==> config.mk <==
export PLATFORM = sky130hd
export DESIGN_NAME = pipe_src
export DESIGN_NICKNAME = d
export VERILOG_FILES = /design/src/rtl/pipe_src.sv
export SDC_FILE = /design/constraint.sdc
export NUM_CORES = 1
export LEC_CHECK = 0
export BUFFER_PORTS_ARGS = -buffer_cell sky130_fd_sc_hd__buf_2
export CAP_MARGIN = 10
export CORE_MARGIN = 5
export CORE_UTILIZATION = 59
export CTS_BUF_LIST = sky130_fd_sc_hd__clkbuf_2
export DETAILED_ROUTE_END_ITERATION = 6
export PLACE_DENSITY = 0.82
export SYNTH_ARGS = -nofsm -noshare
export SYNTH_HDL_FRONTEND = slang
export SYNTH_SLANG_ARGS = --single-unit
==> constraint.sdc <==
create_clock -name clk -period 3.9 [get_ports clk]
set_clock_uncertainty 0.15 [all_clocks]
set_input_delay 1.17 -clock clk [delete_from_list [all_inputs] [get_ports clk]]
set_output_delay 1.17 -clock clk [all_outputs]
set_load 0.02 [all_outputs]
==> src/rtl/pipe_src.sv <==
// rtl/pipe_src.sv - valid/ready burst source with LFSR or counter pattern and idle gaps
module pipe_src #(
    parameter int              DW    = 32,
    parameter int              CNT_W = 16,
    parameter logic [DW-1:0]   SEED  = 32'hA5A5A5A5,
    parameter logic [DW-1:0]   POLY  = 32'h80200003
) (
    input  logic             clk,
    input  logic             rst_n,
    input  logic             start,
    input  logic [CNT_W-1:0] len,
    input  logic [7:0]       gap,
    input  logic             mode,
    input  logic             ready_i,
    output logic             valid_o,
    output logic [DW-1:0]    data_o,
    output logic             busy_o,
    output logic             done_o,
    output logic [CNT_W-1:0] beat_cnt_o
);

    typedef enum logic [1:0] {
        IDLE = 2'd0,
        SEND = 2'd1,
        GAP  = 2'd2
    } state_t;

    state_t           state_q, state_d;
    logic [DW-1:0]    data_q, data_d;
    logic [CNT_W-1:0] len_q, len_d;
    logic [7:0]       gap_q, gap_d;
    logic [7:0]       gap_cnt_q, gap_cnt_d;
    logic             mode_q, mode_d;
    logic [CNT_W-1:0] beat_q, beat_d;
    logic             done_q, done_d;
    logic [CNT_W-1:0] beat_inc;
    logic             handshake;

    // Pattern step: Galois LFSR shift-right with tap mask, or plain increment.
    function automatic logic [DW-1:0] next_word(input logic m, input logic [DW-1:0] d);
        logic [DW-1:0] r;
        if (m) begin
            r = d + DW'(1);
        end else begin
            r = (d >> 1) ^ (d[0] ? POLY : '0);
        end
        return r;
    endfunction

    assign handshake  = (state_q == SEND) && ready_i;
    assign beat_inc   = beat_q + {{(CNT_W-1){1'b0}}, 1'b1};

    // Outputs are pure functions of registered state so valid_o never depends on ready_i.
    assign valid_o    = (state_q == SEND);
    assign busy_o     = (state_q != IDLE);
    assign data_o     = data_q;
    assign done_o     = done_q;
    assign beat_cnt_o = beat_q;

    // State and datapath registers; reset is asynchronous and asserted when rst_n is high.
    always_ff @(posedge clk or posedge rst_n) begin
        if (rst_n) begin
            state_q   <= IDLE;
            data_q    <= '0;
            len_q     <= '0;
            gap_q     <= '0;
            gap_cnt_q <= '0;
            mode_q    <= 1'b0;
            beat_q    <= '0;
            done_q    <= 1'b0;
        end else begin
            state_q   <= state_d;
            data_q    <= data_d;
            len_q     <= len_d;
            gap_q     <= gap_d;
            gap_cnt_q <= gap_cnt_d;
            mode_q    <= mode_d;
            beat_q    <= beat_d;
            done_q    <= done_d;
        end
    end

    // Next-state logic: burst setup in IDLE, beat accounting in SEND, gap countdown in GAP.
    always_comb begin
        state_d   = state_q;
        data_d    = data_q;
        len_d     = len_q;
        gap_d     = gap_q;
        gap_cnt_d = gap_cnt_q;
        mode_d    = mode_q;
        beat_d    = beat_q;
        done_d    = 1'b0;

        case (state_q)
            IDLE: begin
                if (start) begin
                    beat_d = '0;
                    if (len != '0) begin
                        len_d   = len;
                        gap_d   = gap;
                        mode_d  = mode;
                        data_d  = mode ? '0 : SEED;
                        state_d = SEND;
                    end else begin
                        done_d = 1'b1;
                    end
                end
            end
            SEND: begin
                if (handshake) begin
                    beat_d = beat_inc;
                    if (beat_inc == len_q) begin
                        done_d  = 1'b1;
                        state_d = IDLE;
                    end else begin
                        data_d = next_word(mode_q, data_q);
                        if (gap_q != 8'd0) begin
                            gap_cnt_d = gap_q;
                            state_d   = GAP;
                        end
                    end
                end
            end
            GAP: begin
                gap_cnt_d = gap_cnt_q - 8'd1;
                if (gap_cnt_q == 8'd1) begin
                    state_d = SEND;
                end
            end
            default: begin
                state_d = IDLE;
            end
        endcase
    end

endmodule

After elaboration in Yosys (flattened, before gate mapping)

Cells that the tools add are included.

Register bits after elaboration: 84
Input port bits: 29
Output and inout bits: 51
Logic and storage cells: 62

$add $sub $neg: 3
Equal/unequal tests: 11
Mux-type cells: 27
Bitwise logic cells: 1
Reductions and logical operators: 12

Operators by type and width:

| kind                                                  | number |
|---|---|
| 2-to-1 mux 32 bit                                     | 7 |
| one-hot mux 32 bit (2 select lines)                   | 1 |
| adder 32 x 1 -> 32 bit, second input constant         | 1 |
| 2-to-1 mux 16 bit                                     | 2 |
| one-hot mux 16 bit (2 select lines)                   | 1 |
| XOR 31 x 32 -> 32 bit                                 | 1 |
| 2-to-1 mux 8 bit                                      | 3 |
| adder 16 x 1 -> 16 bit, second input constant         | 1 |
| equality test 16 bit                                  | 1 |
| one-hot mux 8 bit (2 select lines)                    | 1 |
| nonzero test 16 bit                                   | 1 |
| 2-to-1 mux 2 bit                                      | 6 |
| AND reduction 5 bit                                   | 2 |
| equality test 8 x 1 -> 1 bit, second input constant   | 1 |
| inequality test 2 bit, second input constant          | 4 |
| nonzero test 8 bit                                    | 1 |
| subtractor 8 x 1 -> 8 bit, second input constant      | 1 |
| one-hot mux 2 bit (3 select lines)                    | 1 |
| AND reduction 3 bit                                   | 2 |
| nonzero test 2 bit                                    | 3 |
| 2-to-1 mux 1 bit                                      | 4 |
| inequality test 2 x 1 -> 1 bit, second input constant | 2 |
| AND reduction 4 bit                                   | 1 |
| inequality test 3 x 1 -> 1 bit, second input constant | 1 |
| other kinds (5)                                       | 5 |

Depth between registers and ports, before layout

Depth after elaboration: 6
Mapped depth: 10
Mapped depth without buffers: 8

Worst setup path before layout

Ideal clock, no wire load.

Path kind: register to register
Start: reg beat_q[0] (netlist: beat_cnt_o[0])
End: reg data_q[6] (netlist: data_o[6])
Library setup time: 0.122 ns
Data arrival time: 2.908 ns
Required time: 3.628 ns
Setup slack: 0.720 ns
Stages on the path, launching flop included: 11
Buffers on the path: 2
Clock period less this slack: 3.180 ns
Cells stage by stage: dfrtp_1 -> ha_1 -> nand3_4 -> or3_1 -> a2111o_1 -> nor4_2 -> nand4_2 -> and2_1 -> buf_6 -> buf_6 -> a32o_1

Cells in the longest elaborated chain, start to end: 4

RTL lines:

| element                         | line | RTL |
|---|---|---|
| start, declared                 | 34   | `logic [CNT_W-1:0] beat_q, beat_d;` |
| start signal, assigned          | 78   | `beat_q <= beat_d;` |
| adder 16 x 1 -> 16 bit          | 51   | `assign beat_inc = beat_q + {{(CNT_W-1){1'b0}}, 1'b1};` |
| equality test 16 bit            | 112  | `if (beat_inc == len_q) begin` |
| inequality test 2 bit (no line) | -    |  |
| AND reduction 5 bit (no line)   | -    |  |
| end signal, assigned            | 73   | `data_q <= data_d;` |
| end, declared                   | 29   | `logic [DW-1:0] data_q, data_d;` |

Every way passes these cells.
A chain may end at the register's enable or synchronous reset.

Final worst setup path

Start: reg beat_q[0] (netlist: beat_cnt_o[0])
End: reg data_q[7] (netlist: data_o[7])

Same word-level chain as after synthesis.

==> reports/metrics.cfg <==
[floorplanning]
core_mm2=0.00864
start_util_pct=60.0
rows=34
io_pins=80
die_height_um=104
die_area_mm2=0.0108
die_w_um=104

[route]
vias=4978
met2WireLength_mm=6.60
met3_length_mm=1.19
firstDrtPassIters=5
wl_met1_mm=5.75
ant_nets=0
drt-initial-drc-count=356
totalWireLength_mm=13.8
drcViolationCount=0
highest_layer=met4
drt-wirelength-per-cell_um=18.1
vias_per_cell=6.53

[finish]
area_delta_synth_final_pct=11.0
fin_nets=682
drive_above_1_share_pct=21.6
diodes=0
utilization_pct=66.6

[clocking]
post-cts-setup-buffers=0
clk_path_buf_depth=2
clock_latency_ns=0.56
clk_pin_slew_worst_paths_ns=0.26
cts_max_level=3
cts_tree=built
cts_sinks=84
cts_buffers=9
cts_resized=0
hold_buffers=0
cts_root_buf=clkbuf_2

[logic_synthesis]
async_reset_ff_share_pct=100
ys_seq_elements=84
synth_area_mm2=0.00518
ys.flop_type=dfrtp_1
synth_edf_count=0
synth_cell_types=54
yosysSeqAreaShare_pct=40.6
syn_avg_cell_area_um2=8.85
synth.net_count=618
yosys-top-cells-count=dfrtp_1, nand2_1, a21oi_1
synth.most_common_cell=dfrtp_1
synthTopCellsByArea=dfrtp_1, a21oi_1, mux2_2
yosysTopAreaCell=dfrtp_1
synth_top_area_share_pct=40.6
syn_inst=585
yosys_warnings=0

[critical_path]
cp_cell_sequence=ha_1, nand3_4, or3_1, a2111o_1, nor4_2, nand4_2, and2_1, mux2_1
endpoint_kind=register
cp.arrival_ns=3.90
reg2reg_to=data_o[7]$_DFFE_PP0P_
rr_worst_depth=8
required_ns=4.19
critPathLaunchType=register
r2r_start=beat_cnt_o[0]$_DFFE_PP0P_
crit_type=register to register
r2r_slack_ns=0.29
critPathMaxFanout=24
slowest_delay_ns=0.57
cpMaxStageDelayCell=dfrtp_1

[power]
ir_drop_uv=352
power.density_mw_per_mm2=712
p_leak_nw=2.43

[job]
cap_violations=0

[global_routing]
antenna_found_initial=0
grtUsageTotal_pct=25.5
grt_pass1_wl_mm=23.2
grt_pass1_vias=4686
grt_max_degree=47
grt-ovfl-total=0

[placement]
portBuffers=79
dpl.hpwl_mm=9.82
place.gp.congestion=0.933

[hold_path]
hold_path_class=register to register
whs_path_depth=1
hp-start=gap_q[3]$_DFFE_PP0P_
min_to=gap_cnt_q[3]$_DFFE_PP0P_

[status]
status=complete, no violations

[timing]
hold_viol=0
rsz0062_at_grt=no
setup_viol=0
finalCritPeriodShare_pct=92.6
tightest_slew_ns=0.985
slew_violations=0
relSlewSlack_pct=34.3
finalSetupTns_ns=0
fin_crit_ns=3.61
fmax_ghz=0.277

-- worst max-delay path by stage --
stage | start | end | slack (ns)
finish | beat_cnt_o[0]$_DFFE_PP0P_ | data_o[7]$_DFFE_PP0P_ | 0.29
global route | beat_cnt_o[0]$_DFFE_PP0P_ | data_o[0]$_DFFE_PP0P_ | 0.15
CTS | beat_cnt_o[0]$_DFFE_PP0P_ | data_o[0]$_DFFE_PP0P_ | 0.33
detailed placement | len[11] | data_o[0]$_DFFE_PP0P_ | 0.05
global placement | len[11] | data_o[1]$_DFFE_PP0P_ | 0.12
floorplan | rst_n | beat_cnt_o[0]$_DFFE_PP0P_ | 0.41
-- report_power, final --
| part | internal (mW) | leakage (nW) | switching (mW) |
|---|---|---|---|
| Combinational | 0.830 | 1.32 | 1.14 |
| Sequential | 1.20 | 1.04 | 0.465 |
| Clock | 0.151 | 0.0735 | 0.312 |
| Total | 2.18 | 2.43 | 1.92 |
-- flip-flops by register name, indices dropped and copies added (netlist names) --
register    count
mode_q          1
data_o         32
beat_cnt_o     16
done_o          1
gap_q           8
state_q         2
gap_cnt_q       8
len_q          16
-- critical path, delay by kind of cell, from the launching register on --
| family | cells | cell delay (ns) |
|---|---|---|
| compound gates | 1 | 0.46 |
| flops | 1 | 0.57 |
| simple gates | 5 | 1.50 |
| fa+ha+maj | 1 | 0.34 |
| mux | 1 | 0.46 |
-- kinds of logic (layout without fill, tap and decap cells) --
kind of cell	count (synthesis)	count (layout)	share of synthesized area, %
xor gates and xnor gates	41	41	6.93
buffers and inverters	45	114	3.67
AOI/OAI and AO/OA	154	154	18.9
muxes	30	30	6.47
and+or+nand+nor	227	227	22.4
adders and majority gates	4	4	0.966
DFF	84	84	40.6
-- cell usage in the layout (no fill, tap or decap), types with 8 or more instances in the layout --
cell and instances:
a21oi_1 56, a31oi_1 9, buf_2 79, buf_4 10, clkbuf_2 10, dfrtp_1 84
inv_1 8, mux2_2 25, nand2_1 66, nand3_1 25, nand4_1 14, nor2_1 44
nor3_1 18, nor4_1 12, o211ai_1 8, o21ai_0 30, o31ai_1 12, xnor2_1 31
xor2_1 10
-- layout make-up --
type | count | area, um2
repair buffers | 89 | 470
well taps | 108 | 135
fillers | 712 | 2890
clock buffers | 10 | 50.0
flip-flops and latches | 84 | 2100
multi-input cells | 456 | 2890
inverters | 9 | 35.0
clock inverters | 6 | 65.1
-- metrics by stage --
step / setup WS, ns / hold slack [ns] / instances / total power [mW] / cell area, um2
floorplan: 0.415 / 0.322 / 585 / 3.05 / 5180
global placement: 0.122 / 0.352 / 746 / 3.54 / 5630
detailed placement: 0.0486 / 0.353 / 746 / 3.62 / 5630
CTS: 0.330 / 0.403 / 762 / 4.08 / 5750
global route: 0.146 / 0.440 / 762 / 4.40 / 5750
finish: 0.287 / 0.400 / 762 / 4.10 / 5750
-- per-layer routing --
layer	GRT usage, %	vias up
met5	0	-
met4	9.25	0
met3	5.60	34
met2	39.9	235
met1	35.0	2425
li1	-	2284
Power figures use the tool's default switching activity.
